File: src/rtl/biriscv_iter_div.sv
// biriscv_iter_div: iterative restoring radix-2 divider for DIV/DIVU/REM/REMU
module biriscv_iter_div #(
  parameter int DIV0_FAST_PATH = 1
) (
  input  logic        clk_i,
  input  logic        rst_i,
  input  logic        opcode_valid_i,
  input  logic [1:0]  div_op_i,
  input  logic [31:0] operand_ra_i,
  input  logic [31:0] operand_rb_i,
  input  logic        flush_i,
  output logic        busy_o,
  output logic        div_complete_o,
  output logic [31:0] div_result_o
);
  typedef enum logic [1:0] {IDLE, RUN, DONE} state_t;
  state_t state, state_nxt;
  logic [4:0]  cnt;
  logic        fin, rem_op, neg_q, neg_r, accept, sgn, b_zero, fast;
  logic [31:0] quo, rem, dvs, abs_a, abs_b;
  logic [32:0] shl, diff;
  assign sgn    = ~div_op_i[0];
  assign abs_a  = (sgn && operand_ra_i[31]) ? -operand_ra_i : operand_ra_i;
  assign abs_b  = (sgn && operand_rb_i[31]) ? -operand_rb_i : operand_rb_i;
  assign b_zero = operand_rb_i == 32'd0;
  assign fast   = (DIV0_FAST_PATH != 0) && b_zero;
  assign accept = state == IDLE && opcode_valid_i && !flush_i;
  assign shl    = {rem, quo[31]};
  assign diff   = shl - {1'b0, dvs};
  assign busy_o         = state == RUN;
  assign div_complete_o = state == DONE;
  // State register
  always_ff @(posedge clk_i or posedge rst_i)
    if (rst_i) state <= IDLE;
    else       state <= state_nxt;
  // Next state: RUN ends once the final step has been taken (fin), or on flush
  always_comb begin
    state_nxt = state;
    case (state)
      IDLE:    state_nxt = accept ? RUN : IDLE;
      RUN:     state_nxt = flush_i ? IDLE : fin ? DONE : RUN;
      default: state_nxt = IDLE;
    endcase
  end
  // Datapath: capture magnitudes, one quotient bit per cycle, then sign-fix the result
  always_ff @(posedge clk_i or posedge rst_i)
    if (rst_i) begin
      cnt          <= 5'd0;
      fin          <= 1'b0;
      rem_op       <= 1'b0;
      neg_q        <= 1'b0;
      neg_r        <= 1'b0;
      quo          <= 32'd0;
      rem          <= 32'd0;
      dvs          <= 32'd0;
      div_result_o <= 32'd0;
    end else if (accept) begin
      cnt    <= 5'd0;
      fin    <= fast;
      rem_op <= div_op_i[1];
      neg_q  <= sgn && !div_op_i[1] && (operand_ra_i[31] ^ operand_rb_i[31]) && !b_zero;
      neg_r  <= sgn && div_op_i[1] && operand_ra_i[31];
      dvs    <= abs_b;
      quo    <= fast ? 32'hFFFF_FFFF : abs_a;
      rem    <= fast ? abs_a : 32'd0;
    end else if (state == RUN && !fin) begin
      quo <= {quo[30:0], ~diff[32]};
      rem <= diff[32] ? shl[31:0] : diff[31:0];
      cnt <= cnt + 5'd1;
      fin <= cnt == 5'd31;
    end else if (state == RUN && !flush_i) begin
      div_result_o <= rem_op ? (neg_r ? -rem : rem) : (neg_q ? -quo : quo);
    end
endmodule

File: config.mk
export PLATFORM = sky130hd
export DESIGN_NAME = biriscv_iter_div
export DESIGN_NICKNAME = d
export VERILOG_FILES = /design/src/rtl/biriscv_iter_div.sv
export SDC_FILE = /design/constraint.sdc
export NUM_CORES = 1
export LEC_CHECK = 0
export CAP_MARGIN = 25
export CORE_MARGIN = 2
export CORE_UTILIZATION = 40
export CTS_CLUSTER_DIAMETER = 100
export DETAILED_ROUTE_END_ITERATION = 8
export SLEW_MARGIN = 30
export SYNTH_ARGS = -nofsm -noshare
export SYNTH_HDL_FRONTEND = slang
export SYNTH_SLANG_ARGS = --single-unit
File: constraint.sdc
create_clock -name clk_i -period 6.6 [get_ports clk_i]
set_input_delay 1.32 -clock clk_i [delete_from_list [all_inputs] [get_ports clk_i]]
set_output_delay 1.32 -clock clk_i [all_outputs]
set_load 0.01 [all_outputs]
# ---- Word-level counts from Yosys, hierarchy flattened
# Index checks and enable logic that the tools add are counted.
dict set report word_totals {
  latchBits 0
  register_bits 139
  mem_bits_rw 0
  word_cells 63
  mem_bits_ro 0
  output_inout_bits 34
  mem_count 0
}
dict set report classes {
  eq_ne 3
  n_shift 0
  bitwise_logic 5
  n_mux 20
  n_div 0
  n_lt_le_gt_ge 0
  n_addsub 6
  mul 0
  n_reduce_logical 19
}
# operator count
set op_table {}
lappend op_table {{32-bit 2-to-1 mux} 12}
lappend op_table {{32-bit negator} 4}
lappend op_table {{33-bit by 32-bit subtractor with 33-bit output} 1}
lappend op_table {{32-bit zero test} 1}
lappend op_table {{1-bit logical AND} 11}
lappend op_table {{5-bit 2-to-1 mux} 2}
lappend op_table {{5-bit by 1-bit adder with 5-bit output, second input constant} 1}
lappend op_table {{5-bit == test, second input constant} 1}
lappend op_table {{1-bit zero test} 4}
lappend op_table {{2-bit 2-to-1 mux} 2}
lappend op_table {{1-bit NOT} 4}
lappend op_table {{2-bit case mux with 2 select lines} 1}
lappend op_table {{1-bit 2-to-1 mux} 3}
lappend op_table {{3-bit AND reduction} 1}
lappend op_table {{2-bit by 1-bit == test with 1-bit output, second input constant} 1}
lappend op_table {{2-bit == test, second input constant} 1}
lappend op_table {{2-bit zero test} 1}
lappend op_table {{2-bit nonzero test} 1}
lappend op_table {{1-bit XOR} 1}

# ---- Depth between registers and ports, before layout
dict set report depth {
  ltp_word 5
  mapped_depth 15
}

# ---- Worst setup path before layout
# OpenSTA, ideal clock, no wires.
dict set report synth_timing {
  path_kind {input -> register}
  start {input operand_ra_i[4]}
  end {register quo[22]}
  cell_stages 9
  t_arrival_ns 3.500
  path_buffers 0
  setup_ns 0.126
  required_ns 6.474
  path_slack_ns 2.974
  cell_sequence {or3_1 -> or3b_2 -> or3b_4 -> nor3b_4 -> nor2_1 -> xor2_1 -> nor2_1 -> a21oi_1 -> a221o_1}
}
dict set report synth_via {
  elab_chain_cells 4
}
# item line
set synth_lines {}
lappend synth_lines {{from (decl)} 9} ;# input logic [31:0] operand_ra_i,
lappend synth_lines {{32-bit negator} 23} ;# assign abs_a = (sgn && operand_ra_i[31]) ? -operand_ra_i : operand_ra_i;
lappend synth_lines {{32-bit 2-to-1 mux} 23}
lappend synth_lines {{32-bit 2-to-1 mux} 64} ;# quo <= fast ? 32'hFFFF_FFFF : abs_a;
lappend synth_lines {{32-bit 2-to-1 mux} 57} ;# end else if (accept) begin
lappend synth_lines {{to (signal assigned)} 64}
lappend synth_lines {{to (signal assigned)} 67} ;# quo <= {quo[30:0], ~diff[32]};
lappend synth_lines {{to (decl)} 20} ;# logic [31:0] quo, rem, dvs, abs_a, abs_b;
# Every way passes these cells.
# A chain may end at the register's enable or synchronous reset.

# ---- Worst setup path after layout
dict set report layout_timing {
  start {input operand_rb_i[1]}
  end {register rem[2]}
}
dict set report layout_via {
  elab_chain_cells 3
}
# item line
set layout_lines {}
lappend layout_lines {{from (decl)} 10} ;# input logic [31:0] operand_rb_i,
lappend layout_lines {{32-bit zero test} 25} ;# assign b_zero = operand_rb_i == 32'd0;
lappend layout_lines {{32-bit 2-to-1 mux} 65} ;# rem <= fast ? abs_a : 32'd0;
lappend layout_lines {{32-bit 2-to-1 mux} 57}
lappend layout_lines {{to (signal assigned)} 65}
lappend layout_lines {{to (signal assigned)} 68} ;# rem <= diff[32] ? shl[31:0] : diff[31:0];
lappend layout_lines {{to (decl)} 20}
# Every way passes these cells.

==> results.yml <==
yosys:
  syn_area_per_cell_um2: 8.01
  synth_mux_area_share_pct: 2.20
  synth-simple-area-share_pct: 18.6
  synth_xor_area_share_pct: 12.3
  yosys-top-cells-count: "203 x nand2_1, 166 x o21ai_0, 139 x dfrtp_1"
  synth_edf_count: 0
  synth_area_um2: 10600
  yosysMostFrequentCell: "nand2_1"
  yosys.cell_types.count: 70
  synth_top_area_share_pct: 32.9
  synth_top_family_by_area: "compound AO/OA/AOI/OAI gates"
  yosysSeqAreaShare_pct: 32.9
  synthTopCellsByArea: "dfrtp_1 33%, o21ai_0 7.9%, nand2_1 7.2%"
  postSynth.asyncResetShare_pct: 100
  synth_ff_type: "dfrtp_1"
  synth_compound_area_share_pct: 24.4
  synth_largest_area_cell: "dfrtp_1"
  synth_fp_nets: 1428
  ys_seq_elements: 139
  synth_fa_ha_area_share_pct: 4.69
  yosys_warnings: 0
  synthCells: 1319
cts:
  hold_buffers: 0
  numCtsBuffers: 17
  cts.sinks: 139
  cts_max_path_buffers: 2
  clk_pin_slew_ns: 0.06
  post_cts_resized: 0
  htree_levels: 4
  root_buffer: "clkbuf_16"
  cts_tree: "yes"
  clk_latency_ns: 0.42
  postCtsSetupBuffers: 0
sta:
  final-setup-viol-count: 0
  relSlewSlack_pct: 40.4
  fin_crit_sh_pct: 65.8
  finalSetupTns_ns: 0
  period_needed_ns: 4.34
  setup_slack_ns: 2.26
  hold_viol: 0
  fin_skew_ns: 0.00833
  final_max_slew_viol_count: 0
  worst_pin_slew_ns: 0.885
  rsz0062_at_grt: "no"
  max_freq_ghz: 0.230
power_and_ir_drop:
  p_leak_nw: 5.09
  p_per_area_nw_per_um2: 375
  peakVddDrop_uv: 267
layout:
  antenna_cells: 0
  fin_util_pct: 48.2
  area_delta_synth_final_pct: 18.5
  final_cells: 1721
  drive_gt1_share_pct: 5.19
  layout.nets: 1482
route:
  drc: 0
  wl_per_cell_um: 17.2
  vias_per_cell: 5.61
  drt_iter0_markers: 720
  via_count: 9649
  antenna_left: 0
  drt_wl_total_um: 29600
  first_pass_iters: 5
floorplan:
  dieWidth_um: 166
  core_um2: 26000
  die_h_um: 166
  num_rows: 59
  initial_core_util_pct: 40.6
  io_pins: 104
  die_area_um2: 27700
place:
  dp_cells: 1689
  dp_hpwl_um: 22100
  portBuffers: 103
  dpl_worst_slack_ns: 1.82
  routabilityCongestion: 0.906
global_routing:
  grt_pass1_vias: 8971
  grt_pass1_wl_um: 48300
  antenna_found_initial: 0
  grt_max_degree: 108
  track_usage_pct: 21.4
  overflow: 0
setup_path:
  worstPathCellList: "clkdlybuf4s50_1, inv_1, ha_1, nand2_1, nor3_1, nand2_1, nor2_1, nand4_1, or3_2, o21ai_0, o21ai_0, a311oi_1"
  crit_family: "simple AND/OR/NAND/NOR gates"
  slowest_stage: "or3_2"
  crit_buf_inv: 2
  crit_path_max_incr_delay_ns: 0.89
  critical_path_required_ns: 6.93
  crit_arrival_ns: 4.67
  cp_max_fo: 34
  crit_type: "input pin to flip-flop"
  crit-reg2reg-launch: "quo[31]"
  cp-end-kind: "flip-flop"
  crit_path_start: "operand_rb_i[1]"
  startpoint_type: "input pin"
min_path:
  hp-class: "flip-flop to flip-flop"
  min_from: "div_result_o[26]"
run_status:
  status: "finished clean"
job:
  drv_cap: 0
[area by class of cell]
type,instances,area (um2)
Fill cell,2553,13500
Multi-Input combinational cell,1048,6610
Sequential cell,139,3480
Timing Repair Buffer,114,1110
Clock buffer,21,470
Tap cell,335,419
Clock inverter,11,214
Inverter,53,206
[power by group]
| group | switching (mW) | total [mW] | internal (mW) | leakage [nW] |
|---|---|---|---|---|
| Clock | 0.368 | 1.11 | 0.738 | 0.329 |
| Sequential | 0.311 | 1.41 | 1.10 | 1.71 |
| Combinational | 1.21 | 2.18 | 0.969 | 3.05 |
[metrics by stage]
| stage | instance area, um2 | power, mW | hold slack, ns |
|---|---|---|---|
| after floorplan | 10600 | 2.88 | 0.450 |
| after global placement | 11800 | 3.55 | 0.452 |
| after detailed placement | 11800 | 3.58 | 0.458 |
| after CTS | 12500 | 4.71 | 0.471 |
| after global routing | 12500 | 5.03 | 0.499 |
| final | 12500 | 4.70 | 0.464 |
[kinds of logic (layout without fill, tap and decap cells)]
| logic type | after synthesis | after routing |
|---|---|---|
| DFF | 139 | 139 |
| muxes | 23 | 23 |
| AOI/OAI and AO/OA | 419 | 419 |
| adders and majority gates | 39 | 39 |
| xor gates and xnor gates | 148 | 148 |
| and+or+nand+nor | 419 | 419 |
| buffers and inverters | 132 | 199 |
[path summary, 6_finish.rpt]
| kind | endpoint | slack (ns) | cells past startpoint |
|---|---|---|---|
| worst max-delay path | rem[2] | 2.26 | 12 |
| worst min-delay path | div_result_o[26] | 0.46 | 2 |
| worst max register to register | rem[1] | 2.39 | 14 |
| worst min register to register | div_result_o[26] | 0.46 | 2 |
| max in group asynchronous | dvs[23] | 4.27 | 3 |
| min in group asynchronous | rem[3] | 1.44 | 2 |
[cells in the final DEF, fill, tap and decap left out, types with 17 or more instances in the layout]
cell type        synthesis  routed
a31oi_1                 27      27
o31ai_1                 28      28
xor2_1                  70      70
xnor2_1                 78      78
o21ai_0                166     166
mux2i_1                 21      21
dfrtp_1                139     137
clkbuf_16                0      17
a21oi_1                 95      95
ha_1                    38      38
nor2_1                  79      78
nand2_1                203     203
clkdlybuf4s50_1          0     103
or3_1                   20      19
inv_1                   53      52
[registers in the layout (all words and copies together) (netlist names)]
name          flops
rem_op            1
dvs              32
rem              32
fin               1
div_result_o     32
neg_r             1
quo              32
neg_q             1
state             2
cnt               5
[routing by layer]
metal  vias up  GRT usage, %  share of wire (%)  wire length, um
met5         -             0                  0                0
met4         0          6.22                2.0              606
met3        38          3.61                5.4             1610
met2       297          32.1                 43            12700
met1      4494          31.8                 50            14700
li1       4820             -                  -                -
[tightest hold or removal path: cells and delay by family, from the launching register on]
kind / cells / cell delay [ns]
AND/OR/NAND/NOR: 2 / 0.10
flip-flops: 1 / 0.34
No activity file was read; power rests on OpenSTA's default activity.
